File: config.mk
export PLATFORM = sky130hd
export DESIGN_NAME = led_inout_sequencer
export DESIGN_NICKNAME = d
export VERILOG_FILES = /design/src/rtl/led_inout_sequencer_pkg.sv /design/src/rtl/led_inout_sequencer_tick_gen.sv /design/src/rtl/led_inout_sequencer.sv
export SDC_FILE = /design/constraint.sdc
export NUM_CORES = 1
export LEC_CHECK = 0
export ABC_AREA = 1
export ABC_CLOCK_PERIOD_IN_PS = 5900
export BUFFER_PORTS_ARGS = -buffer_cell sky130_fd_sc_hd__buf_2
export CORE_AREA = 2 2 89 91
export CTS_CLUSTER_DIAMETER = 60
export DETAILED_ROUTE_END_ITERATION = 6
export DIE_AREA = 0 0 91 93
export SYNTH_ARGS = -nofsm -noshare
export SYNTH_HDL_FRONTEND = slang
export SYNTH_HIERARCHICAL = 1
export SYNTH_SLANG_ARGS = --single-unit
File: constraint.sdc
create_clock -name clki -period 5.9 [get_ports clki]
set_input_delay 0.59 -clock clki [delete_from_list [all_inputs] [get_ports clki]]
set_output_delay 0.59 -clock clki [all_outputs]
set_load 0.005 [all_outputs]
File: src/rtl/led_inout_sequencer_pkg.sv
// Shared types and constants for the LED inside-out / outside-in sequencer.
// FSM state encodings and the direction constants captured on start.
package led_inout_sequencer_pkg;

    typedef enum logic {
        ST_IDLE = 1'b0,
        ST_RUN  = 1'b1
    } state_e;

    localparam logic DIR_INOUT = 1'b0;
    localparam logic DIR_OUTIN = 1'b1;

endpackage

File: src/rtl/led_inout_sequencer_tick_gen.sv
// Enable-gated frame tick divider: counts 0..CLK_DIV-1 while enabled.
// Emits a clock-enable tick on the last count; clr has priority over en.
module tick_gen #(
    parameter int CLK_DIV = 2500000,
    parameter int CNT_W   = 27
) (
    input  logic clki,
    input  logic rst_n,
    input  logic en,
    input  logic clr,
    output logic tick
);

    localparam logic [CNT_W-1:0] CNT_LAST = CNT_W'(CLK_DIV - 1);

    logic [CNT_W-1:0] cnt_q;
    logic [CNT_W-1:0] cnt_d;

    always_comb begin
        cnt_d = cnt_q;
        if (clr) begin
            cnt_d = '0;
        end else if (en) begin
            cnt_d = (cnt_q == CNT_LAST) ? '0 : cnt_q + 1'b1;
        end
    end

    // NOTE: state registers use non-blocking assignments only; the async reset clears them immediately.
    always_ff @(posedge clki or negedge rst_n) begin
        if (!rst_n) begin
            cnt_q <= '0;
        end else begin
            cnt_q <= cnt_d;
        end
    end

    assign tick = en && (cnt_q == CNT_LAST);

endmodule

File: src/rtl/led_inout_sequencer.sv
// LED bar sequencer: steps frames 0..N_LED/2 of an inside-out or outside-in fill,
// one frame per divider tick, with optional looping and a done pulse on completion.
module led_inout_sequencer
    import led_inout_sequencer_pkg::*;
#(
    parameter int CLK_DIV = 2500000,
    parameter int N_LED   = 8,
    parameter int CNT_W   = 27
) (
    input  logic             clki,
    input  logic             rst_n,
    input  logic             start,
    input  logic             stop,
    input  logic             dir,
    input  logic             loop,
    output logic [N_LED-1:0] led,
    output logic             busy,
    output logic             done
);

    localparam int H       = N_LED / 2;
    localparam int FRAME_W = $clog2(H + 1);
    localparam logic [FRAME_W-1:0] FRAME_LAST = FRAME_W'(H);

    state_e             state_q, state_d;
    logic [FRAME_W-1:0] frame_q, frame_d;
    logic               dir_q, dir_d;
    logic [N_LED-1:0]   led_q, led_d;
    logic               busy_q, busy_d;
    logic               done_q, done_d;
    logic               tick;
    logic               tick_clr;

    // Counter sits at zero in IDLE and restarts on the edge that accepts start.
    assign tick_clr = (state_q == ST_IDLE) || stop;

    tick_gen #(
        .CLK_DIV (CLK_DIV),
        .CNT_W   (CNT_W)
    ) u_tick_gen (
        .clki  (clki),
        .rst_n (rst_n),
        .en    (state_q == ST_RUN),
        .clr   (tick_clr),
        .tick  (tick)
    );

    function automatic logic [N_LED-1:0] frame_pattern(input logic [FRAME_W-1:0] k_in,
                                                       input logic d);
        logic [N_LED-1:0] pat;
        int k;
        k = int'(k_in);
        for (int i = 0; i < N_LED; i++) begin
            if (d == DIR_OUTIN) pat[i] = (i < k) || (i >= N_LED - k);
            else                pat[i] = (i >= H - k) && (i <= H + k - 1);
        end
        return pat;
    endfunction

    // NOTE: every signal written here gets a default first, so no latches are inferred.
    always_comb begin
        state_d = state_q;
        frame_d = frame_q;
        dir_d   = dir_q;
        led_d   = led_q;
        busy_d  = busy_q;
        done_d  = 1'b0;
        unique case (state_q)
            ST_IDLE: begin
                led_d  = '0;
                busy_d = 1'b0;
                if (start && !stop) begin
                    state_d = ST_RUN;
                    dir_d   = dir;
                    frame_d = '0;
                    busy_d  = 1'b1;
                end
            end
            ST_RUN: begin
                if (stop) begin
                    state_d = ST_IDLE;
                    frame_d = '0;
                    led_d   = '0;
                    busy_d  = 1'b0;
                end else if (tick) begin
                    if (frame_q == FRAME_LAST) begin
                        frame_d = '0;
                        led_d   = '0;
                        if (!loop) begin
                            state_d = ST_IDLE;
                            busy_d  = 1'b0;
                            done_d  = 1'b1;
                        end
                    end else begin
                        frame_d = frame_q + 1'b1;
                        led_d   = frame_pattern(frame_q + 1'b1, dir_q);
                    end
                end
            end
            default: begin
                state_d = ST_IDLE;
                led_d   = '0;
                busy_d  = 1'b0;
            end
        endcase
    end

    always_ff @(posedge clki or negedge rst_n) begin
        if (!rst_n) begin
            state_q <= ST_IDLE;
            frame_q <= '0;
            dir_q   <= DIR_INOUT;
            led_q   <= '0;
            busy_q  <= 1'b0;
            done_q  <= 1'b0;
        end else begin
            state_q <= state_d;
            frame_q <= frame_d;
            dir_q   <= dir_d;
            led_q   <= led_d;
            busy_q  <= busy_d;
            done_q  <= done_d;
        end
    end

    assign led  = led_q;
    assign busy = busy_q;
    assign done = done_q;

endmodule

==> run_results.csv <==
group,metric,value,unit
global_route,grt_pass1_wl,12100,um
place,portBuffers,15,
run_status,outcome,"finished clean",
job,maxCapViolations,0,
worst_hold_path,hp-class,"input port to async pin",
synth,synth_seq_area_share,0.363,
floorplan,fp.coreArea,7530,um^2
sta,period_needed,2.43,ns
route,ant_nets,0,
power,power.density,187,nW/um^2
clock_network,root_buffer,"clkbuf_8",
floorplan,dieHeight,93,um
final_layout,syn2layout_area_growth,9.87,%
clock_network,clk_pin_slew,0.09,ns
synth,synthTopCellsByArea,"dfrtp_1 36%, nand2_1 16%, nor2_1 8.8%, inv_1 5.5%, nand3_1 4.8%",
setup_path,cp.required,6.10,ns
sta,finalSetupViolCount,0,
setup_path,cp-start-kind,"flip-flop",
clock_network,numCtsBuffers,5,
setup_path,cp.buffers_inverters,3,
sta,worst_pin_slew,0.953,ns
synth,syn_inst,409,
setup_path,cp_max_fo,10,
global_route,grt_pass1_vias,2535,
final_layout,antenna_cells,0,
clock_network,h-tree-depth,2,
sta,setup_tns,0,ns
clock_network,holdBufCountCts,0,
route,via_per_inst,4.85,
floorplan,die_area,8460,um^2
synth,synth.largest_area_cell,"dfrtp_1",
floorplan,start_util,0.384,
setup_path,path_common_cell,"nand2_1",
setup_path,path_class,"flip-flop to flip-flop",
power,p_leak,1.47,nW
synth,syn-cell-area,2890,um^2
synth,synth_top_area_frac,0.363,
setup_path,crit_arrival,2.63,ns
sta,finalCritPeriodShare,0.412,
synth,synthArstFlopShare,1.00,
place,place_hpwl,5270,um
setup_path,critPathMaxStageDelay,0.54,ns
clock_network,clk_path_buf_depth,2,
final_layout,final_area,3180,um^2
route,num_vias,2580,
global_route,gr-total-overflow,0,
final_layout,drive_gt1_frac,0.153,
synth,yosys-top-cells-count,"123 x nand2_1, 68 x nor2_1, 42 x dfrtp_1, 42 x inv_1, 28 x nand3_1",
sta,skew,0.0119,ns
route,wl_per_cell,12.9,um
sta,slew_headroom,0.365,
setup_path,critPathCaptureType,"flip-flop",
route,drt_iter0_markers,191,
global_route,grt_max_degree,43,
setup_path,crit_chain,"ha_1, inv_1, ha_1, inv_2, ha_1, inv_1, nand2_1, nand2_1, nand2_1, nand2_1, nand2_1, nand2_1, nand2_1",
clock_network,cts_repair_resize_count,0,
global_route,grt.total_usage,0.177,
clock_network,cts_sinks,42,
synth,ys_warn_count,6,
place,gp_congestion,0.918,
global_route,antenna_found_initial,0,
synth,syn-num-nets,424,
synth,synth_area_per_cell,7.07,um^2
route,drt_first_pass_iters,4,
synth,synth_cell_types,33,
setup_path,path_delay_family,"adder cells",
route,drc_errors,0,
sta,rsz0062_at_grt,"false",
place,place_area,3060,um^2
power,power,0.593,mW
sta,maxSlewViolCount,0,
clock_network,cts_tree,"yes",
floorplan,num_io_pins,16,
synth,synth_edf_count,0,
setup_path,slowest_stage,"dfrtp_1",
sta,max_freq,411,MHz
route,drt-total-wl,6860,um
synth,ys_ff_latch,42,
floorplan,die_width,91,um
floorplan,rows,32,
synth,ys.flop_type,"dfrtp_1",
sta,finalHoldViolCount,0,
final_layout,nets,444,
clock_network,post-cts-setup-buffer-count,0,
power,vdd_drop_max,0.0000918,V
clock_network,clk_latency,0.31,ns
final_layout,fillers,824,
synth,yosysMostFrequentCell,"nand2_1",
## layer usage
| layer | part of all wire | track usage | vias up |
|---|---|---|---|
| li1 | - | - | 1320 |
| met1 | 0.46 | 0.236 | 1195 |
| met2 | 0.48 | 0.305 | 56 |
| met3 | 0.046 | 0.0266 | 9 |
| met4 | 0.013 | 0.0417 | 0 |
| met5 | 0 | 0 | - |
## sequential cells by signal, indices dropped and copies added (netlist names)
signal,flops
busy,1
dir_q,1
done,1
frame_q,3
led,8
state_q,1
u_tick_gen/cnt_q,27
## final cells by class
class,instances,area [um^2],share of cell area
clock inverter,3,45.0,0.0142
sequential,42,1050,0.331
inverter,51,195,0.0614
clock buffer,5,68.8,0.0217
tap,102,128,0.0402
timing repair buffer,15,75.1,0.0236
multi-input combinational,314,1610,0.508
## metrics by stage
step / setup slack, ns / hold WS, ns / cells / utilization
3_5_place_dp: 3.50 / 0.472 / 524 / 0.407
4_1_cts: 3.49 / 0.483 / 532 / 0.422
2_1_floorplan: 3.74 / 0.294 / 409 / -
6_report: 3.47 / 0.419 / 532 / 0.422
5_1_grt: 3.20 / 0.525 / 532 / 0.422
3_3_place_gp: 3.56 / 0.464 / 524 / 0.407
## report_power, final
group / switching [mW] / internal [mW]
Combinational: 0.0378 / 0.0143
Clock: 0.112 / 0.126
Sequential: 0.00946 / 0.294
## cell families after synthesis
group           count (synthesis)  synth area share
compound gates                 27            0.0489
xor+xnor                       11            0.0333
fa+ha+maj                       9            0.0389
buf+inv                        53            0.0783
flops                          42             0.363
simple gates                  267             0.437
## cells in the final DEF, fill, tap and decap left out, types with 2 or more instances in the layout
master	Yosys	layout
nand3_2	2	2
nor2_2	11	11
buf_2	0	15
xor2_1	9	9
nand2_2	5	5
dfrtp_1	42	42
inv_2	7	7
a21oi_1	10	10
nor2_4	7	7
o21ai_0	13	13
nor3_1	3	3
xnor2_1	2	2
nand3_4	2	2
clkbuf_8	0	5
inv_1	42	42
nand2_1	123	123
nand4_1	7	7
ha_1	9	9
nor2_1	68	68
nand3_1	28	28
clkinvlp_4	0	2
nand2_4	5	5
## path summary, 6_finish.rpt
path,start,end,slack [ns],cells after the start
hold reg to reg,led[5]$_DFFE_PN0P_,led[5]$_DFFE_PN0P_,0.49,2
min in group clki,led[5]$_DFFE_PN0P_,led[5]$_DFFE_PN0P_,0.49,2
max in group asynchronous,rst_n,led[6]$_DFFE_PN0P_,4.87,1
hold / removal,rst_n,u_tick_gen/cnt_q[22]$_DFFE_PN0P_,0.42,1
setup reg to reg,frame_q[0]$_DFFE_PN0P_,led[4]$_DFFE_PN0P_,3.47,13
setup / recovery,frame_q[0]$_DFFE_PN0P_,led[4]$_DFFE_PN0P_,3.47,13
Note: power is estimated with default switching activity, not from simulation.
